**config.mk**
```make
export PLATFORM = sky130hd
export DESIGN_NAME = counter
export DESIGN_NICKNAME = d
export VERILOG_FILES = /design/src/rtl/counter.sv
export SDC_FILE = /design/constraint.sdc
export NUM_CORES = 1
export LEC_CHECK = 0
export CAP_MARGIN = 20
export CORE_AREA = 5 5 42 44
export CTS_CLUSTER_SIZE = 10
export DETAILED_ROUTE_END_ITERATION = 6
export DIE_AREA = 0 0 47 49
export PLACE_DENSITY = 0.7
export SLEW_MARGIN = 10
export SYNTH_ARGS = -nofsm -noshare
export SYNTH_HDL_FRONTEND = slang
export SYNTH_SLANG_ARGS = --single-unit
```
**constraint.sdc**
```tcl
create_clock -name clk -period 1.21 [get_ports clk]
set_input_delay 0.242 -clock clk [delete_from_list [all_inputs] [get_ports clk]]
set_output_delay 0.242 -clock clk [all_outputs]
set_load 0.1 [all_outputs]
```
**src/rtl/counter.sv**
```systemverilog
// counter: synchronised, rise-triggered increment counter with modulo-2^WIDTH wrap.
// Optional debounce filter between synchroniser and edge detector: define COUNTER_DEBOUNCE_EN.
module counter #(
  parameter int WIDTH           = 8,
  parameter int SYNC_STAGES     = 2,
  parameter int DEBOUNCE_CYCLES = 4
) (
  input  logic             clk,
  input  logic             resetn,
  input  logic             inc,
  output logic [WIDTH-1:0] count
);

  if (SYNC_STAGES < 32'sd2 || SYNC_STAGES > 32'sd4 ||
      DEBOUNCE_CYCLES < 32'sd1 || DEBOUNCE_CYCLES > 32'sd255) begin : g_param_check
    $error("counter: parameter out of legal range");
  end

  localparam logic [WIDTH-1:0] COUNT_ONE = {{(WIDTH-1){1'b0}}, 1'b1};

  logic [SYNC_STAGES-1:0] sync_q;
  logic [SYNC_STAGES-1:0] sync_d;
  logic                   level_sync;
  logic                   level;
  logic                   prev_q;
  logic                   prev_d;
  logic [WIDTH-1:0]       count_q;
  logic [WIDTH-1:0]       count_d;

  // inc is only ever read by the first synchroniser flop
  always_comb begin
    sync_d = {sync_q[SYNC_STAGES-2:0], inc};
  end

  assign level_sync = sync_q[SYNC_STAGES-1];

`ifdef COUNTER_DEBOUNCE_EN
  localparam logic [7:0] RUN_LAST = 8'(DEBOUNCE_CYCLES - 32'sd1);

  logic       filt_q;
  logic       filt_d;
  logic [7:0] run_q;
  logic [7:0] run_d;

  // Filtered level flips only after DEBOUNCE_CYCLES consecutive disagreeing samples
  always_comb begin
    filt_d = filt_q;
    run_d  = 8'd0;
    if (level_sync != filt_q) begin
      if (run_q == RUN_LAST) begin
        filt_d = level_sync;
        run_d  = 8'd0;
      end else begin
        run_d  = run_q + 8'd1;
      end
    end else begin
      run_d = 8'd0;
    end
  end

  always_ff @(posedge clk) begin
    if (resetn) begin
      filt_q <= 1'b0;
      run_q  <= 8'd0;
    end else begin
      filt_q <= filt_d;
      run_q  <= run_d;
    end
  end

  assign level = filt_q;
`else
  assign level = level_sync;
`endif

  always_comb begin
    prev_d  = level;
    count_d = count_q;
    if (level && !prev_q) begin
      count_d = count_q + COUNT_ONE;
    end else begin
      count_d = count_q;
    end
  end

  // Reset has priority over a rise detected in the same cycle
  always_ff @(posedge clk) begin
    if (resetn) begin
      sync_q  <= {SYNC_STAGES{1'b0}};
      prev_q  <= 1'b0;
      count_q <= {WIDTH{1'b0}};
    end else begin
      sync_q  <= sync_d;
      prev_q  <= prev_d;
      count_q <= count_d;
    end
  end

  assign count = count_q;

endmodule

```
==> flow_summary.toml, run 1 <==
[finish]
drive_gt1_share_pct = 58.57
final_util_pct = 59.46
nFillCells = 132
final_nets = 75
register_area_sq_um = 249.0
layoutNonFillerInstCount = 86
areaGrowthSynthToFinish_pct = 92.49
multi_input_area_sq_um = 246.5
antennaDiodeCount = 0

[sta]
rsz0062_at_grt = "yes"
fin_worst_skew_ns = 0.01130
final-max-slew-violation-count = 0
tightestPinTransition_ns = 0.2325
relSlewSlack_pct = 84.47
finalCriticalPeriod_ns = 1.204
fmax_mhz = 830.8
final.setup.tns_ns = 0
finalWorstSetupSlack_ns = 0.006362
setup_violations = 0
hold_viol = 0
finalCritPeriodShare_pct = 99.47

[critical_path]
start_kind = "flop"
critPathMaxFanout = 5
crit_type = "flop to flop"
end_kind = "flop"
r2r-end = "count[5]"
r2r_slack_ns = 0.006
cp_slowest_stage_delay_ns = 0.32
reg2reg_from = "prev_q"
required_ns = 1.41
cp_slowest_cell = "dfxtp_2"
cp_num_buf_inv = 1
arrival_ns = 1.40
cp_cell_sequence = "nand4b_1, buf_4, or3_1, a21oi_1"
reg2reg_depth = 4
path_delay_family = "simple AND/OR/NAND/NOR gates"

[synth]
synth.top_cells.by_count = "dfxtp_1 (11), a21oi_1 (5), nor2b_1 (4), o21ai_0 (4), nor2_1 (3)"
synthFlopType = "dfxtp_1"
postSynthCellCount = 45
yosysWarnings = 0
synth_edf_count = 0
synth.area.top_cells = "dfxtp_1 (51%), a21oi_1 (5.8%), nor2b_1 (5.8%)"
ys_ff_latch = 11
synth_seq_area_share_pct = 50.87
netlist-cell-type-count = 19
avgSynthCellArea_sq_um = 9.620
syn_nets = 49
synth_most_common_cell = "dfxtp_1"
synth_top_area_cell = "dfxtp_1"
synth_top_area_share_pct = 50.87
synth-async-reset-ratio_pct = 0
syn-cell-area_sq_um = 432.9

[drt]
wl_per_cell_um = 12.35
postRouteAntennaNets = 0
drtPass1Iterations = 4
vias = 424
drt-met1-wl_um = 434
wl_met2_um = 585
drc_errors = 0
drt_wl_total_um = 1062
met3WireLength_um = 37
viasPerCell = 4.930
routed.top_layer = "met4"
drtIter0Drc = 1

[cts]
tritoncts = "yes"
htreeDepth = 1
hold_buffers = 0
clock-sinks = 11
cts_buffer_depth = 2
clock_latency_ns = 0.27
cts_buffers = 3
cts_root_buf = "clkbuf_4"
clkTransAtPathRegs_ns = 0.07

[hold_path]
min_path_type = "flop to flop"
worstHoldPathCells = 1
holdPathEnd = "sync_q[1]"
min_from = "sync_q[0]"

[placed_design]
dpl.cell_count = 77
port_buffers = 10
gp_congestion = 0.6701
pre_cts_ws_ns = -0.02105
hpwl_um = 757

[grt]
grt_max_degree = 8
grt_overflow_total = 0
antenna_found_initial = 0
grt_pass1_wl_um = 1642
first_global_vias = 403
grt_usage_pct = 10.01

[die]
io_pins = 11
die_x_um = 47
die-area_sq_um = 2303
initial_utilization_pct = 30.89
core-area_sq_um = 1401
die_h_um = 49
rows = 14

[job]
maxCapViolations = 0

[run_status]
status = "finished clean"

[power]
p_leak_nw = 0.3145
ir_worst_vdd_v = 0.0005324
power_density_nw_per_um2 = 804.4
## cell usage in the layout (no fill, tap or decap), types with 2 or more instances in the layout
cell and count:
a21oi_1 3, a21oi_2 2, buf_12 9, buf_4 11, clkbuf_4 3, clkdlybuf4s50_1 2, dfxtp_1 2, dfxtp_2 2
dfxtp_4 7, inv_1 2, nor2_1 3, nor2b_1 4, o21ai_0 4, or3_1 2, or3_4 2, xnor2_1 2
## worst max path at each step
stage,slack [ns],startpoint,cells past startpoint,endpoint
after floorplan,-0.17,count[1],3,count[7]
after detailed placement,-0.02,prev_q,3,count[7]
final,0.006,prev_q,4,count[5]
after global routing,-0.03,prev_q,5,count[7]
after global placement,0.02,prev_q,3,count[7]
after CTS,-0.03,prev_q,3,count[7]
## routing by layer
metal  global-route usage [%]  up-vias
li1                         -      210
met1                    12.58      204
met2                    14.48        8
met3                    2.214        2
met4                    6.912        0
met5                        0        -
## cells by family (layout without fill, tap and decap cells)
kind of cell	Yosys count	in the layout	share of synthesized area (%)
AND/OR/NAND/NOR	17	17	25.14
buffers and inverters	3	28	2.601
XOR/XNOR	2	2	4.047
adder cells (fa/ha/maj)	1	1	2.890
AO/OA/AOI/OAI	10	10	12.14
multiplexers	1	1	2.312
flip-flops	11	11	50.87
## registers in the layout (all words and copies together), names as in the netlist
signal	count
sync_q	2
count	8
prev_q	1
## where the power goes
part           internal, W  leakage [nW]  switching [W]  total (W)
combinational    0.0000332         0.201      0.0000355  0.0000687
clock             0.000122        0.0177       0.000120   0.000242
sequential        0.000355        0.0958     0.00000463   0.000359
## metrics by stage
stage	power, W	area, sq um	hold slack [ns]
after detailed placement	0.0004347	738.2	0.4288
after floorplan	0.0004019	489.2	0.3136
after global routing	0.0007053	833.3	0.4774
after CTS	0.0006854	782.0	0.4508
after global placement	0.0004335	738.2	0.4183
final	0.0006703	833.3	0.4445
## repair_timing
action / in CTS / in global routing
gates resized for setup: 1 / 4
endpoints found under the setup margin: 1 / 3
buffers inserted: 2 / 3
pin swaps: 2 / 4
## cell type report
class                   count  area share, %
flip-flops and latches     11          29.88
repair buffers             22          33.93
clock inverters             1         0.6006
inverters                   2         0.9009
clock buffers               3          2.703
well taps                  16          2.402
multi-input cells          31          29.58
No activity file was read; power rests on OpenSTA's default activity.
==> run 2, diff against run 1 <==
--- a/config.mk
+++ b/config.mk
@@ -10,7 +10,8 @@
 export CTS_CLUSTER_SIZE = 10
 export DETAILED_ROUTE_END_ITERATION = 6
 export DIE_AREA = 0 0 47 49
-export PLACE_DENSITY = 0.7
+export PLACE_DENSITY = 0.68
+export SETUP_SLACK_MARGIN = 0.02
 export SLEW_MARGIN = 10
 export SYNTH_ARGS = -nofsm -noshare
 export SYNTH_HDL_FRONTEND = slang
==> constraint.sdc (replaced) <==
create_clock -name clk -period 1.3 [get_ports clk]
set_input_delay 0.26 -clock clk [delete_from_list [all_inputs] [get_ports clk]]
set_output_delay 0.26 -clock clk [all_outputs]
set_load 0.1 [all_outputs]
==> run 2 against run 1 <==
Utilization down 5.1 points. Clock power down 2%. Critical path type unchanged. Sequential share of layout area up 2.8 points. Wire length down 14%. Highest routed layer is now met3. Setup slack better by 0.053 ns. Flip-flop and latch count unchanged. Clock skew down 0.0094 ns. Largest cell class is now registers. Non-clock buffer count down 7. Fmax down 3.0%. Global-route usage down 1.1 points. Design area down 8.6%.
==> flow_summary.toml, run 2 (same netlist as run 1, synthesis figures left out) <==
[run_status]
status = "finished clean"

[grt]
antenna_found_initial = 0
first_global_vias = 349
grt_usage_pct = 8.898
grt_overflow_total = 0
grt_max_degree = 7
grt_pass1_wl_um = 1455

[die]
io_pins = 11
die_h_um = 49
rows = 14
core-area_sq_um = 1401
initial_utilization_pct = 30.89
die-area_sq_um = 2303
die_x_um = 47

[sta]
final.setup.tns_ns = 0
rsz0062_at_grt = "yes"
setup_violations = 0
tightestPinTransition_ns = 0.2530
finalCritPeriodShare_pct = 95.41
hold_slack_ns = 0.4392
final-max-slew-violation-count = 0
relSlewSlack_pct = 82.99
hold_viol = 0
finalWorstSetupSlack_ns = 0.05964
fmax_mhz = 806.2
finalCriticalPeriod_ns = 1.240
fin_worst_skew_ns = 0.001926

[cts]
hold_buffers = 0
clkTransAtPathRegs_ns = 0.07
cts_buffers = 3
cts_buffer_depth = 2
clock-sinks = 11
tritoncts = "yes"
cts_root_buf = "clkbuf_4"
htreeDepth = 1
clock_latency_ns = 0.27

[drt]
drc_errors = 0
drtIter0Drc = 8
wl_per_cell_um = 11.53
drt_wl_total_um = 911
drtPass1Iterations = 4
postRouteAntennaNets = 0
viasPerCell = 4.684
vias = 370

[finish]
layout_common_cells = "buf_12 (8), dfxtp_4 (7), buf_4 (5)"
finish.instance_area_sq_um = 762.0
final_nets = 68
final_common_cell = "buf_12"
drive_gt1_share_pct = 50.79
layoutNonFillerInstCount = 79
antennaDiodeCount = 0
areaGrowthSynthToFinish_pct = 76.01
largest_register_ffs = 8

[placed_design]
gp_congestion = 0.7058
pre_cts_ws_ns = 0.07203
port_buffers = 10
dpl.cell_count = 73
placed_cell_area_sq_um = 708.2
hpwl_um = 685.2

[power]
power_density_nw_per_um2 = 827.6
p_leak_nw = 0.2704
ir_worst_vdd_v = 0.0005025

[critical_path]
required_ns = 1.51
cp_num_buf_inv = 1
critPathMaxFanout = 5
path_delay_family = "simple AND/OR/NAND/NOR gates"
end_kind = "flop"
cp_slowest_stage_delay_ns = 0.39
r2r_slack_ns = 0.06
arrival_ns = 1.45
start_kind = "flop"
cp_cell_sequence = "nand4b_1, buf_4, or3_4, a21oi_2"
crit_type = "flop to flop"
cp_slowest_cell = "dfxtp_4"

[job]
maxCapViolations = 0

[hold_path]
min_path_type = "flop to flop"
==> run 2: changes by cell type in the layout (fill, tap and decap cells not counted), sizes merged <==
cell	previous run	this run
clkinv	1	0
clkbuf	3	4
buf	20	13
==> run 2: per-layer routing <==
metal | vias to the layer above | global-route usage, % | routed length, um
met5 | - | 0 | 0
met3 | 0 | 2.952 | 55
met4 | 0 | 6.912 | 0
met1 | 167 | 10.64 | 390
met2 | 6 | 12.44 | 464
li1 | 197 | - | -
==> run 2: final cells by class <==
type | count | area [sq um]
fill | 128 | 639.4
sequential | 11 | 249.0
multi-input combinational | 31 | 241.5
timing repair buffer | 15 | 217.7
clock buffer | 4 | 26.28
tap | 16 | 20.02
inverter | 2 | 7.507
==> run 2: per-stage QoR <==
| stage | power (W) | util [%] |
|---|---|---|
| 6_report | 0.0006306 | 54.37 |
| 4_1_cts | 0.0006377 | 52.41 |
| 3_5_place_dp | 0.0003987 | 50.54 |
| 5_1_grt | 0.0006549 | 54.37 |
| 2_1_floorplan | 0.0003741 | - |
| 3_3_place_gp | 0.0003979 | 50.54 |
==> run 2: repair_timing <==
| action | 4_1_cts | 5_1_grt |
|---|---|---|
| endpoints found under the setup margin | 0 | 2 |
| setup buffers | 0 | 2 |
| gates resized for setup | 0 | 4 |
==> run 2: final timing paths <==
check                  from   endpoint  cells after the start
setup reg to reg   count[0]   count[3]                      4
hold / removal    sync_q[0]  sync_q[1]                      1
setup / recovery   count[0]   count[3]                      4
hold reg to reg   sync_q[0]  sync_q[1]                      1
==> run 2: power by group <==
part / total, W / switching, W / internal, W
logic: 0.0000553 / 0.0000292 / 0.0000261
registers: 0.000337 / 0.00000669 / 0.000330
clock network: 0.000238 / 0.000119 / 0.000119
total: 0.000631 / 0.000155 / 0.000475
==> run 3, diff against run 2 <==
--- a/config.mk
+++ b/config.mk
@@ -7,7 +7,8 @@
 export LEC_CHECK = 0
 export CAP_MARGIN = 20
 export CORE_AREA = 5 5 42 44
-export CTS_CLUSTER_SIZE = 10
+export CTS_CLUSTER_DIAMETER = 150
+export CTS_CLUSTER_SIZE = 14
 export DETAILED_ROUTE_END_ITERATION = 6
 export DIE_AREA = 0 0 47 49
 export PLACE_DENSITY = 0.68
==> results of run 3 <==
Final layout, timing and power as in run 2 (identical DEF).
